## src/rtl/mul_unit.sv

```systemverilog
// Iterative radix-2 shift-add multiplier for LEGv8 MUL / SMULH / UMULH.
// One partial product per clock; start/busy/done handshake for pipeline stall.
module mul_unit #(
   parameter int WIDTH = 64
) (
   input  logic             clk,
   input  logic             rst_n,
   input  logic             start,
   input  logic [1:0]       op,
   input  logic [WIDTH-1:0] a,
   input  logic [WIDTH-1:0] b,
   output logic             busy,
   output logic             done,
   output logic [WIDTH-1:0] result
);

   localparam int CW = $clog2(WIDTH) + 1;

   typedef enum logic [1:0] {
      IDLE = 2'd0,
      RUN  = 2'd1,
      FIX  = 2'd2,
      DONE = 2'd3
   } state_t;

   localparam logic [1:0] OP_SMULH = 2'b01;
   localparam logic [1:0] OP_UMULH = 2'b10;

   state_t             state_q, state_d;
   logic [1:0]         op_q;
   logic               neg_q;
   logic [WIDTH-1:0]   mcand_q;
   logic [2*WIDTH-1:0] prod_q;      // {accumulator, multiplier} pair
   logic [CW-1:0]      cnt_q;

   logic               accept;
   logic               is_signed;
   logic [WIDTH-1:0]   a_in, b_in;
   logic [WIDTH:0]     sum;
   logic [2*WIDTH-1:0] prod_step;
   logic [2*WIDTH-1:0] prod_fix;
   logic               last_iter;

   assign accept    = start && (state_q == IDLE || state_q == DONE);
   assign is_signed = (op == OP_SMULH);
   assign a_in      = (is_signed && a[WIDTH-1]) ? -a : a;
   assign b_in      = (is_signed && b[WIDTH-1]) ? -b : b;

   // Keep the carry out of the add so the shift moves it into the MSB.
   assign sum       = {1'b0, prod_q[2*WIDTH-1:WIDTH]} + {1'b0, mcand_q};
   assign prod_step = prod_q[0] ? {sum, prod_q[WIDTH-1:1]}
                                : {1'b0, prod_q[2*WIDTH-1:1]};
   assign prod_fix  = neg_q ? -prod_q : prod_q;
   assign last_iter = (cnt_q == CW'(WIDTH - 1));

   // NOTE: sequential state uses non-blocking assignments so every register
   // samples the pre-edge values, independent of statement order.
   always_ff @(posedge clk or negedge rst_n) begin
      if (!rst_n) state_q <= IDLE;
      else        state_q <= state_d;
   end

   // NOTE: next_state gets a default before the case, so no path leaves it
   // unassigned and no latch is inferred.
   always_comb begin
      state_d = state_q;
      unique case (state_q)
         IDLE, DONE: state_d = start ? RUN : IDLE;
         RUN:        state_d = last_iter ? FIX : RUN;
         FIX:        state_d = DONE;
         default:    state_d = IDLE;
      endcase
   end

   assign busy = (state_q == RUN) || (state_q == FIX);
   assign done = (state_q == DONE);

   always_ff @(posedge clk or negedge rst_n) begin
      if (!rst_n) begin
         op_q    <= '0;
         neg_q   <= 1'b0;
         mcand_q <= '0;
         prod_q  <= '0;
         cnt_q   <= '0;
         result  <= '0;
      end else begin
         if (accept) begin
            op_q    <= op;
            neg_q   <= is_signed && (a[WIDTH-1] ^ b[WIDTH-1]);
            mcand_q <= a_in;
            prod_q  <= {{WIDTH{1'b0}}, b_in};
            cnt_q   <= '0;
         end else if (state_q == RUN) begin
            prod_q <= prod_step;
            cnt_q  <= cnt_q + 1'b1;
         end else if (state_q == FIX) begin
            if (op_q == OP_SMULH || op_q == OP_UMULH)
               result <= prod_fix[2*WIDTH-1:WIDTH];
            else
               result <= prod_fix[WIDTH-1:0];
         end
      end
   end

endmodule

```

## config.mk

```make
export PLATFORM = sky130hd
export DESIGN_NAME = mul_unit
export DESIGN_NICKNAME = d
export VERILOG_FILES = /design/src/rtl/mul_unit.sv
export SDC_FILE = /design/constraint.sdc
export NUM_CORES = 1
export LEC_CHECK = 0
export CORE_MARGIN = 2
export CORE_UTILIZATION = 40
export CTS_CLUSTER_SIZE = 12
export DETAILED_ROUTE_END_ITERATION = 16
export PLACE_DENSITY = 0.61
export SYNTH_ARGS = -nofsm -noshare
export SYNTH_HDL_FRONTEND = slang
export SYNTH_SLANG_ARGS = --single-unit
```

## constraint.sdc

```tcl
create_clock -name clk -period 3.89 [get_ports clk]
set_input_delay 0.778 -clock clk [delete_from_list [all_inputs] [get_ports clk]]
set_output_delay 0.778 -clock clk [all_outputs]
set_load 0.02 [all_outputs]
```

==> results.sh <==
export IMPL_status="finished clean"
export IMPL_synth_seq_cells=268
export IMPL_grt_max_degree=169
export IMPL_synth_most_common_cell="nand2_1"
export IMPL_grt_use_total_pct=27.2
export IMPL_cts_buffer_depth=3
export IMPL_avgSynthCellArea_um2=8.01
export IMPL_drc=0
export IMPL_vias=21100
export IMPL_avgViaCountPerCell=5.78
export IMPL_boundaryPins=199
export IMPL_netlist_area_um2=21200
export IMPL_cp_slowest_cell="or4_4"
export IMPL_synth_top_area_cell="dfrtp_1"
export IMPL_hold_violations=0
export IMPL_worstMarginPinSlew_ns=0.864
export IMPL_initial_core_util_pct=40.4
export IMPL_critPathRequiredTime_ns=4.29
export IMPL_synth_cell_types=69
export IMPL_max_freq_mhz=268
export IMPL_netSwitchingFraction_pct=47.9
export IMPL_synth_warnings=0
export IMPL_power_density_nw_per_um2=811
export IMPL_synth_nets=2852
export IMPL_first_pass_iters=5
export IMPL_arrival_ns=4.13
export IMPL_die_h_um=234
export IMPL_gp_congestion=0.908
export IMPL_areaGrowthSynthToFinish_pct=24.7
export IMPL_yosys_top_cells_count="358 x nand2_1, 285 x o21ai_0, 268 x dfrtp_1, 195 x a21oi_1, 184 x nor2_1"
export IMPL_rsz0062_at_grt="no"
export IMPL_drive_above_1_share_pct=10.7
export IMPL_synth_edf_count=0
export IMPL_slowest_delay_ns=0.61
export IMPL_num_fill_cells=5014
export IMPL_wl_per_cell_um=20.6
export IMPL_slew_headroom_pct=42.4
export IMPL_path_max_fanout=7
export IMPL_final_nets=3149
export IMPL_yosysSeqAreaShare_pct=31.6
export IMPL_multiInputGateArea_um2=13800
export IMPL_finalWorstSetupSlack_ns=0.158
export IMPL_drt_total_wl_mm=75.3
export IMPL_post_cts_buffers=0
export IMPL_portBuffers=198
export IMPL_clkTransAtPathRegs_ns=0.05
export IMPL_netlist_area_leader_share_pct=31.6
export IMPL_skew_ns=0.0225
export IMPL_hp_class="input pin to asynchronous set/reset pin"
export IMPL_setup_viol=0
export IMPL_syn_instance_count=2647
export IMPL_async_reset_ff_share_pct=100
export IMPL_path_cells="or4_4 -> or4_4 -> or4_4 -> or4_4 -> nor4_4 -> nand2_2 -> buf_4 -> o41ai_2 -> xor2_1 -> o221ai_1"
export IMPL_worst_setup_path_end_kind="flip-flop"
export IMPL_core_rowCount=84
export IMPL_intPower_mw=11.2
export IMPL_final_max_slew_viol_count=0
export IMPL_drtIter0Drc=1712
export IMPL_die_x_um=234
export IMPL_leakagePower_nw=11.0
export IMPL_cts_tree="yes"
export IMPL_post_route_util_pct=50.4
export IMPL_grt_pass1_vias=20400
export IMPL_drv_cap=0
export IMPL_min_period_ns=3.73
export IMPL_synth_area_leaders="dfrtp_1 32%, o21ai_0 6.7%, nand2_1 6.3%, xor2_1 6.2%, xnor2_1 6.1%"
export IMPL_antenna_found_initial=1
export IMPL_layout_area_seq_um2=6710
export IMPL_crit_type="flip-flop to flip-flop"
export IMPL_clock_latency_ns=0.56
export IMPL_place_ws_ns=-0.147
export IMPL_dpl_hpwl_mm=57.5
export IMPL_cts_num_sinks=268
export IMPL_path_common_cell="or4_4"
export IMPL_cts_buffers=34
export IMPL_vdd_ir_drop_max_mv=0.388
export IMPL_p_comb_share_pct=60.5
export IMPL_critical_path_top_delay_family="simple AND/OR/NAND/NOR gates"
export IMPL_root_buffer="clkbuf_16"
export IMPL_seqPwrFrac_pct=23.6
export IMPL_clockPowerShare_pct=15.8
export IMPL_cp_start_kind="flip-flop"
export IMPL_die_area_um2=54900
export IMPL_gr_total_overflow=0
export IMPL_p_switching_mw=10.3
export IMPL_htreeDepth=2
export IMPL_synth_ff_type="dfrtp_1"
export IMPL_grt_first_pass_wirelength_mm=117
export IMPL_fin_crit_sh_pct=95.9
export IMPL_coreArea_um2=52400
export IMPL_antenna_left=0
export IMPL_timing_critical_path_buf_inv=1
==> cell families (layout without fill, tap and decap cells) <==
| group | count (synthesis) | in the layout | share of synthesized area (%) |
|---|---|---|---|
| and+or+nand+nor | 895 | 895 | 20.2 |
| AOI/OAI and AO/OA | 813 | 813 | 23.6 |
| xor gates and xnor gates | 299 | 299 | 12.4 |
| DFF | 268 | 268 | 31.6 |
| buffers and inverters | 209 | 529 | 3.71 |
| muxes | 91 | 91 | 4.31 |
| adders and majority gates | 72 | 72 | 4.28 |
| other | 0 | 1 | 0 |
==> stage by stage <==
step                      instance area (um^2)  instances  total power, mW  hold slack (ns)  TNS (ns)
after floorplan                          21200       2647             13.4            0.456         0
after global routing                     26400       3655             23.1            0.335         0
after detailed placement                 25200       3596             17.9            0.474     -1.42
after global placement                   25200       3596             17.7            0.467    -0.783
after CTS                                26400       3655             21.4            0.307         0
final                                    26400       3656             21.5            0.272         0
==> worst register-to-register path, cell delays in order, from the launching register on <==
cell	delay [ns]
dfrtp_1	0.38
or4_4	0.54
or4_4	0.45
or4_4	0.62
or4_4	0.49
nor4_4	0.35
nand2_2	0.09
buf_4	0.16
o41ai_2	0.23
xor2_1	0.17
o221ai_1	0.12
==> registers in the layout (all words and copies together) (netlist names) <==
signal,flops
mcand_q,64
state_q,2
cnt_q,7
op_q,2
prod_q,128
neg_q,1
result,64
==> power by group through the flow <==
stage	logic [mW]	clock network, mW	registers (mW)
final	13.0	3.39	5.07
after global routing	14.3	3.56	5.21
after CTS	12.9	3.45	5.06
after detailed placement	12.8	0	5.09
after global placement	12.6	0	5.07
after floorplan	8.55	0	4.80
==> what timing repair did <==
action | CTS | global route
hold buffers | 0 | 0
hold endpoints to repair | 0 | 0
endpoints found under the setup margin | 1 | 9
resized for setup | 1 | 6
==> routing by layer <==
metal / global-route usage [%] / routed length (um) / vias up
li1: - / - / 10200
met1: 36.4 / 33100 / 10100
met2: 44.6 / 34800 / 694
met3: 4.20 / 4760 / 139
met4: 9.12 / 2620 / 2
met5: 0 / 11 / -
==> final cells by class <==
type | count | share of cell area (%)
inverter | 48 | 0.681
sequential | 268 | 25.4
multi-input combinational | 2170 | 52.1
clock inverter | 10 | 0.568
clock buffer | 49 | 3.90
antenna | 1 | 0.00946
tap | 688 | 3.26
timing repair buffer | 422 | 14.1
==> layout by cell type, fill, tap and decap left out, types with 70 or more instances in the layout <==
cell type,instances
o31ai_1,74
nor2_1,183
clkdlybuf4s50_1,197
buf_4,219
xor2_1,150
mux2i_1,89
nand2_1,356
dfrtp_1,266
ha_1,70
o21ai_0,284
xnor2_1,147
a21oi_1,194
==> path summary, 6_finish.rpt <==
kind	start	to	slack, ns	cells after the start
min in group clk	result[15]	result[15]	0.48	2
worst max register to register	prod_q[23]	result[52]	0.16	10
worst min-delay path	rst_n	mcand_q[9]	0.27	1
max in group asynchronous	rst_n	neg_q	2.73	2
worst max-delay path	prod_q[23]	result[52]	0.16	10
worst min register to register	result[15]	result[15]	0.48	2
Note: power is estimated with default switching activity, not from simulation.
